## src/rtl/fetch_queue.sv

```systemverilog
// In-order instruction prefetch queue between imem and decode; flushes on redirect.
// Define FETCHQ_BYPASS_EN to forward a response straight to the decode outputs when the queue is empty.

module fetch_queue_chk #(
  parameter int PTR_W  = 3,
  parameter int DROP_W = 4,
  parameter int DEPTH  = 4
) (
  input logic             clk,
  input logic             rst_n,
  input logic             imem_valid,
  input logic [PTR_W-1:0] alloc,
  input logic [PTR_W-1:0] fill,
  input logic [PTR_W-1:0] head,
  input logic [DROP_W-1:0] drop
);
  logic [PTR_W-1:0] pending_s;
  logic [PTR_W-1:0] occ_s;

  assign pending_s = alloc - fill;
  assign occ_s     = alloc - head;

  a_resp_outstanding: assert property (@(posedge clk) disable iff (!rst_n)
    imem_valid |-> (pending_s != '0 || drop != '0));

  a_occ_bound: assert property (@(posedge clk) disable iff (!rst_n)
    occ_s <= PTR_W'(DEPTH));
endmodule

module fetch_queue #(
  parameter int              DEPTH  = 4,
  parameter int              ADDR_W = 16,
  parameter int              XLEN   = 32,
  parameter logic [XLEN-1:0] BOOT   = 32'h0
) (
  input  logic                         clk,
  input  logic                         rst_n,
  input  logic                         redirect,
  input  logic [XLEN-1:0]              redirect_pc,
  output logic [ADDR_W-1:0]            imem_addr,
  output logic                         imem_oe,
  input  logic                         imem_ready,
  input  logic [31:0]                  imem_rdata,
  input  logic                         imem_valid,
  output logic                         inst_valid,
  output logic [31:0]                  inst,
  output logic [XLEN-1:0]              inst_pc,
  input  logic                         inst_ready,
  output logic [$clog2(DEPTH+1)-1:0]   occupancy
);
  localparam int IDX_W  = $clog2(DEPTH);
  localparam int PTR_W  = IDX_W + 1;
  localparam int DROP_W = $clog2(2*DEPTH) + 1;
  localparam int OCC_W  = $clog2(DEPTH+1);

  logic [PTR_W-1:0]  alloc_r, fill_r, head_r;
  logic [DROP_W-1:0] drop_r;
  logic [XLEN-1:0]   fpc_r;
  logic [XLEN-1:0]   pc_mem_r   [DEPTH];
  logic [31:0]       inst_mem_r [DEPTH];

  logic [PTR_W-1:0]  occ_s, pend_s;
  logic [DROP_W-1:0] in_use_s;
  logic              drop_zero_s, empty_s, fire_s, fill_s, discard_s, consume_s;
  logic [IDX_W-1:0]  head_idx_s;

  assign occ_s       = alloc_r - head_r;
  assign pend_s      = alloc_r - fill_r;
  assign in_use_s    = DROP_W'(occ_s) + drop_r;
  assign drop_zero_s = (drop_r == '0);
  assign empty_s     = (head_r == fill_r);
  assign head_idx_s  = head_r[IDX_W-1:0];

  // Stale responses are counted in in_use_s so drop can never exceed DEPTH.
  assign imem_oe   = rst_n && !redirect && (in_use_s < DROP_W'(DEPTH));
  assign imem_addr = fpc_r[ADDR_W-1:0];
  assign fire_s    = imem_oe && imem_ready;
  assign fill_s    = imem_valid && !redirect && drop_zero_s;
  assign discard_s = imem_valid && !redirect && !drop_zero_s;
  assign occupancy = OCC_W'(occ_s);
  assign inst_pc   = pc_mem_r[head_idx_s];

`ifdef FETCHQ_BYPASS_EN
  logic byp_s;
  assign byp_s      = rst_n && empty_s && imem_valid && drop_zero_s;
  assign inst_valid = !empty_s || byp_s;
  assign inst       = byp_s ? imem_rdata : inst_mem_r[head_idx_s];
`else
  assign inst_valid = !empty_s;
  assign inst       = inst_mem_r[head_idx_s];
`endif

  assign consume_s = inst_valid && inst_ready && !redirect;

  // Pointer, drop counter, fetch PC and entry storage update.
  always_ff @(posedge clk or negedge rst_n) begin
    if (!rst_n) begin
      alloc_r <= '0;
      fill_r  <= '0;
      head_r  <= '0;
      drop_r  <= '0;
      fpc_r   <= BOOT;
      for (int i = 0; i < DEPTH; i++) begin
        pc_mem_r[i]   <= '0;
        inst_mem_r[i] <= 32'h0;
      end
    end else if (redirect) begin
      fpc_r  <= redirect_pc & {{(XLEN-1){1'b1}}, 1'b0};
      head_r <= alloc_r;
      fill_r <= alloc_r;
      drop_r <= drop_r + DROP_W'(pend_s) - DROP_W'(imem_valid);
    end else begin
      if (fire_s) begin
        pc_mem_r[alloc_r[IDX_W-1:0]] <= fpc_r;
        alloc_r <= alloc_r + PTR_W'(1);
        fpc_r   <= fpc_r + XLEN'(32'd4);
      end
      if (fill_s) begin
        inst_mem_r[fill_r[IDX_W-1:0]] <= imem_rdata;
        fill_r <= fill_r + PTR_W'(1);
      end
      if (discard_s) begin
        drop_r <= drop_r - DROP_W'(1);
      end
      if (consume_s) begin
        head_r <= head_r + PTR_W'(1);
      end
    end
  end

  fetch_queue_chk #(.PTR_W(PTR_W), .DROP_W(DROP_W), .DEPTH(DEPTH)) u_chk (
    .clk        (clk),
    .rst_n      (rst_n),
    .imem_valid (imem_valid),
    .alloc      (alloc_r),
    .fill       (fill_r),
    .head       (head_r),
    .drop       (drop_r)
  );
endmodule

```

## config.mk

```make
export PLATFORM = sky130hd
export DESIGN_NAME = fetch_queue
export DESIGN_NICKNAME = d
export VERILOG_FILES = /design/src/rtl/fetch_queue.sv
export SDC_FILE = /design/constraint.sdc
export NUM_CORES = 1
export LEC_CHECK = 0
export CORE_UTILIZATION = 40
export CTS_CLUSTER_DIAMETER = 30
export DETAILED_ROUTE_END_ITERATION = 10
export HOLD_SLACK_MARGIN = 0.12
export PLACE_DENSITY = 0.61
export SETUP_SLACK_MARGIN = 0.3
export SLEW_MARGIN = 20
export SYNTH_ARGS = -nofsm -noshare
export SYNTH_HDL_FRONTEND = slang
export SYNTH_SLANG_ARGS = --single-unit
```

## constraint.sdc

```tcl
create_clock -name clk -period 10.8 [get_ports clk]
set_input_delay 2.16 -clock clk [delete_from_list [all_inputs] [get_ports clk]]
set_output_delay 2.16 -clock clk [all_outputs]
set_load 0.03 [all_outputs]
```

==> impl_metrics.csv <==
group,metric,value,unit
final_layout,nNetsFinal,1246,
placement,io_buffers,151,
synthesis,ys_ff_latch,296,
placement,gp_congestion,0.7485,
power,p_total,6.089,mW
synthesis,yosysUniqueCellTypes,61,
final_layout,areaGrowthSynthToFinish,30.47,%
min_path,hold_depth,1,
floorplanning,rows,68,
final_layout,multi_input_area,6281,µm²
worst_setup_path,start_kind,"register",
global_route,grt_pass1_wl,53160,µm
global_route,antenna_found_initial,1,
global_route,busiest_layer,"met2",
sta,report.final.slew_viol_count,0,
sta,fin_crit_sh,0.6059,
floorplanning,die_x,191.0,µm
global_route,met2_usage,0.2964,
clock_tree,h-tree-depth,3,
worst_setup_path,r2r-end,"pc_mem_r[91]",
final_layout,final-seq-area,7412,µm²
sta,skew,0.02870,ns
placement,detailed_place_hpwl,19620,µm
synthesis,syn_avg_cell_area,14.25,µm²
final_layout,fill_cells,2902,
final_layout,postLayoutCoreUtil,0.5346,
synthesis,synthArstFlopShare,1.000,
drt,ant_nets,0,
synthesis,synth_edf_count,0,
global_route,grtUsageMet3,0.05489,
floorplanning,start_util,0.4097,
drt,via_count,8826,
global_route,first_global_vias,9486,
worst_setup_path,path_class,"register to output port",
min_path,min-delay-path-class,"register to register",
clock_tree,cts_sinks,296,
clock_tree,clock_latency,0.58,ns
worst_setup_path,reg2reg_slack,5.81,ns
min_path,worstHoldEndpoint,"pc_mem_r[21]",
drt,wirelength,33270,µm
worst_setup_path,crit_path_end_kind,"output port",
clock_tree,path_clk_slew,0.05,ns
worst_setup_path,crit_arrival,4.38,ns
worst_setup_path,worst-path-max-fanout,28,
power,ir_drop,0.1996,mV
drt,drtIter0Drc,378,
global_route,grt_max_degree,138,
sta,relSlewSlack,0.2621,
sta,hold_viol_final,0,
power,p_leak,8.523,nW
final_layout,antenna_cells,0,
global_route,grt-ovfl-total,0,
synthesis,yosysMostFrequentCell,"dfrtp_1",
clock_tree,cts_setup_buffers,0,
final_layout,drive_gt1_frac,0.3309,
synthesis,synthTopCellsByCount,"296 x dfrtp_1, 155 x mux2_2, 69 x mux2_1",
synthesis,syn_inst,1003,
sta,rsz0062_at_grt,"false",
sta,fmax,152.8,MHz
sta,worst_pin_slew,1.107,ns
sta,setup_violations,0,
synthesis,ys_top_cells_by_area,"dfrtp_1 52%, mux2_2 12%, mux4_2 9.9%",
drt,drc,0,
power,power_density,326.5,nW/µm²
placement,post-place-ws,4.784,ns
synthesis,yosysWarningCount,0,
job,maxCapViolations,0,
sta,fin_tns_setup,0,ns
clock_tree,post_cts_resized,0,
drt,first_pass_iters,4,
worst_setup_path,r2r_start,"head_r[0]",
floorplanning,coreArea,34880,µm²
sta,setup_slack,4.256,ns
status,status,"complete, no violations",
clock_tree,clockBufferDepth,3,
sta,whs,0.4733,ns
global_route,grt_use_total,0.1893,
drt,wl_per_cell,20.00,µm
clock_tree,cts_buffers,73,
floorplanning,io_pins,155,
clock_tree,cts_tree,"yes",
drt,via_per_inst,5.304,
sta,min_period,6.544,ns
floorplanning,die_h,191.0,µm
global_route,grtUsageMet1,0.2507,
synthesis,yosysSeqAreaShare,0.5183,
synthesis,yosysTopAreaCell,"dfrtp_1",
clock_tree,clockRootBuffer,"clkbuf_16",
worst_setup_path,critPathRequiredTime,8.64,ns
synthesis,ys.flop_type,"dfrtp_1",
worst_setup_path,startpoint,"head_r[0]",
synthesis,syn_area,14290,µm²
floorplanning,die-area,36490,µm²
min_path,worst_hold_startpoint,"pc_mem_r[21]",
worst_setup_path,r2r_cells,10,
synthesis,synth_top_area_frac,0.5183,
clock_tree,postCtsHoldBufs,0,
==> where the power goes <==
| group | switching, mW | total, mW | internal (mW) |
|---|---|---|---|
| sequential | 0.276 | 1.76 | 1.48 |
| combinational | 0.989 | 2.00 | 1.01 |
| clock | 0.656 | 2.33 | 1.67 |
==> cell families after synthesis <==
| group | share of synthesized area |
|---|---|
| mux | 0.3115 |
| flops | 0.5183 |
| simple gates | 0.05533 |
| buf+inv | 0.04316 |
| compound gates | 0.03703 |
| fa+ha+maj | 0.02346 |
| xor+xnor | 0.01103 |
| other cells | 0.0002624 |
==> through the flow <==
step / instances / area, µm²
floorplan: 1004 / 14300
global placement: 1531 / 15970
detailed placement: 1531 / 15970
CTS: 1664 / 18640
global route: 1664 / 18650
finish: 1664 / 18650
==> metal layers <==
metal / vias to the layer above / wire, µm / part of all wire
met5: - / 0 / 0
met4: 0 / 578 / 0.017
met3: 45 / 1954 / 0.059
met2: 192 / 15970 / 0.48
met1: 4571 / 14770 / 0.44
li1: 4018 / - / -
==> worst max path at each step <==
| stage | end | slack (ns) |
|---|---|---|
| global route | imem_oe | 4.02 |
| floorplan | imem_oe | 5.04 |
| finish | imem_oe | 4.26 |
| detailed placement | imem_oe | 4.78 |
| CTS | imem_oe | 4.14 |
| global placement | imem_oe | 4.79 |
==> flip-flops by register name, summed over array words and instances (netlist names) <==
register	cells
inst_mem_r	128
pc_mem_r	124
fpc_r	31
drop_r	4
alloc_r	3
fill_r	3
head_r	3
==> area by class of cell <==
type / count / share of cell area
Sequential cell: 296 / 0.3975
Tap cell: 455 / 0.03053
Inverter: 26 / 0.005233
Clock buffer: 100 / 0.1136
Multi-Input combinational cell: 591 / 0.3368
Clock inverter: 33 / 0.02959
Timing Repair Buffer: 163 / 0.08676
==> critical path: stages, from the launching register on <==
cell and delay [ns]:
dfrtp_4 0.83, ha_1 0.26, inv_1 0.05, fa_1 0.37, xnor2_1 0.27, ha_1 0.34
or4_4 0.56, nand2_1 0.21, and4_1 0.22, clkdlybuf4s50_1 0.70
==> cells in the final DEF, fill, tap and decap left out, types with 5 or more instances in the layout <==
cell and instances:
o211ai_1 7, a221o_1 7, or3_1 5, clkbuf_8 19
nor3_1 8, mux4_2 63, bufinv_16 13, clkbuf_1 8
mux2_4 30, dfrtp_1 294, clkinv_2 11, xnor2_1 13
o21ai_0 9, nand3_1 28, mux2_1 69, clkdlybuf4s50_1 149
buf_4 10, xor2_1 5, o311ai_0 9, clkbuf_16 73
nand4_1 13, mux2_2 155, inv_1 26, a21oi_1 12
nor2_1 19, nor4_1 7, nand2_1 43, mux2i_1 6
ha_1 22
Power figures use the tool's default switching activity.
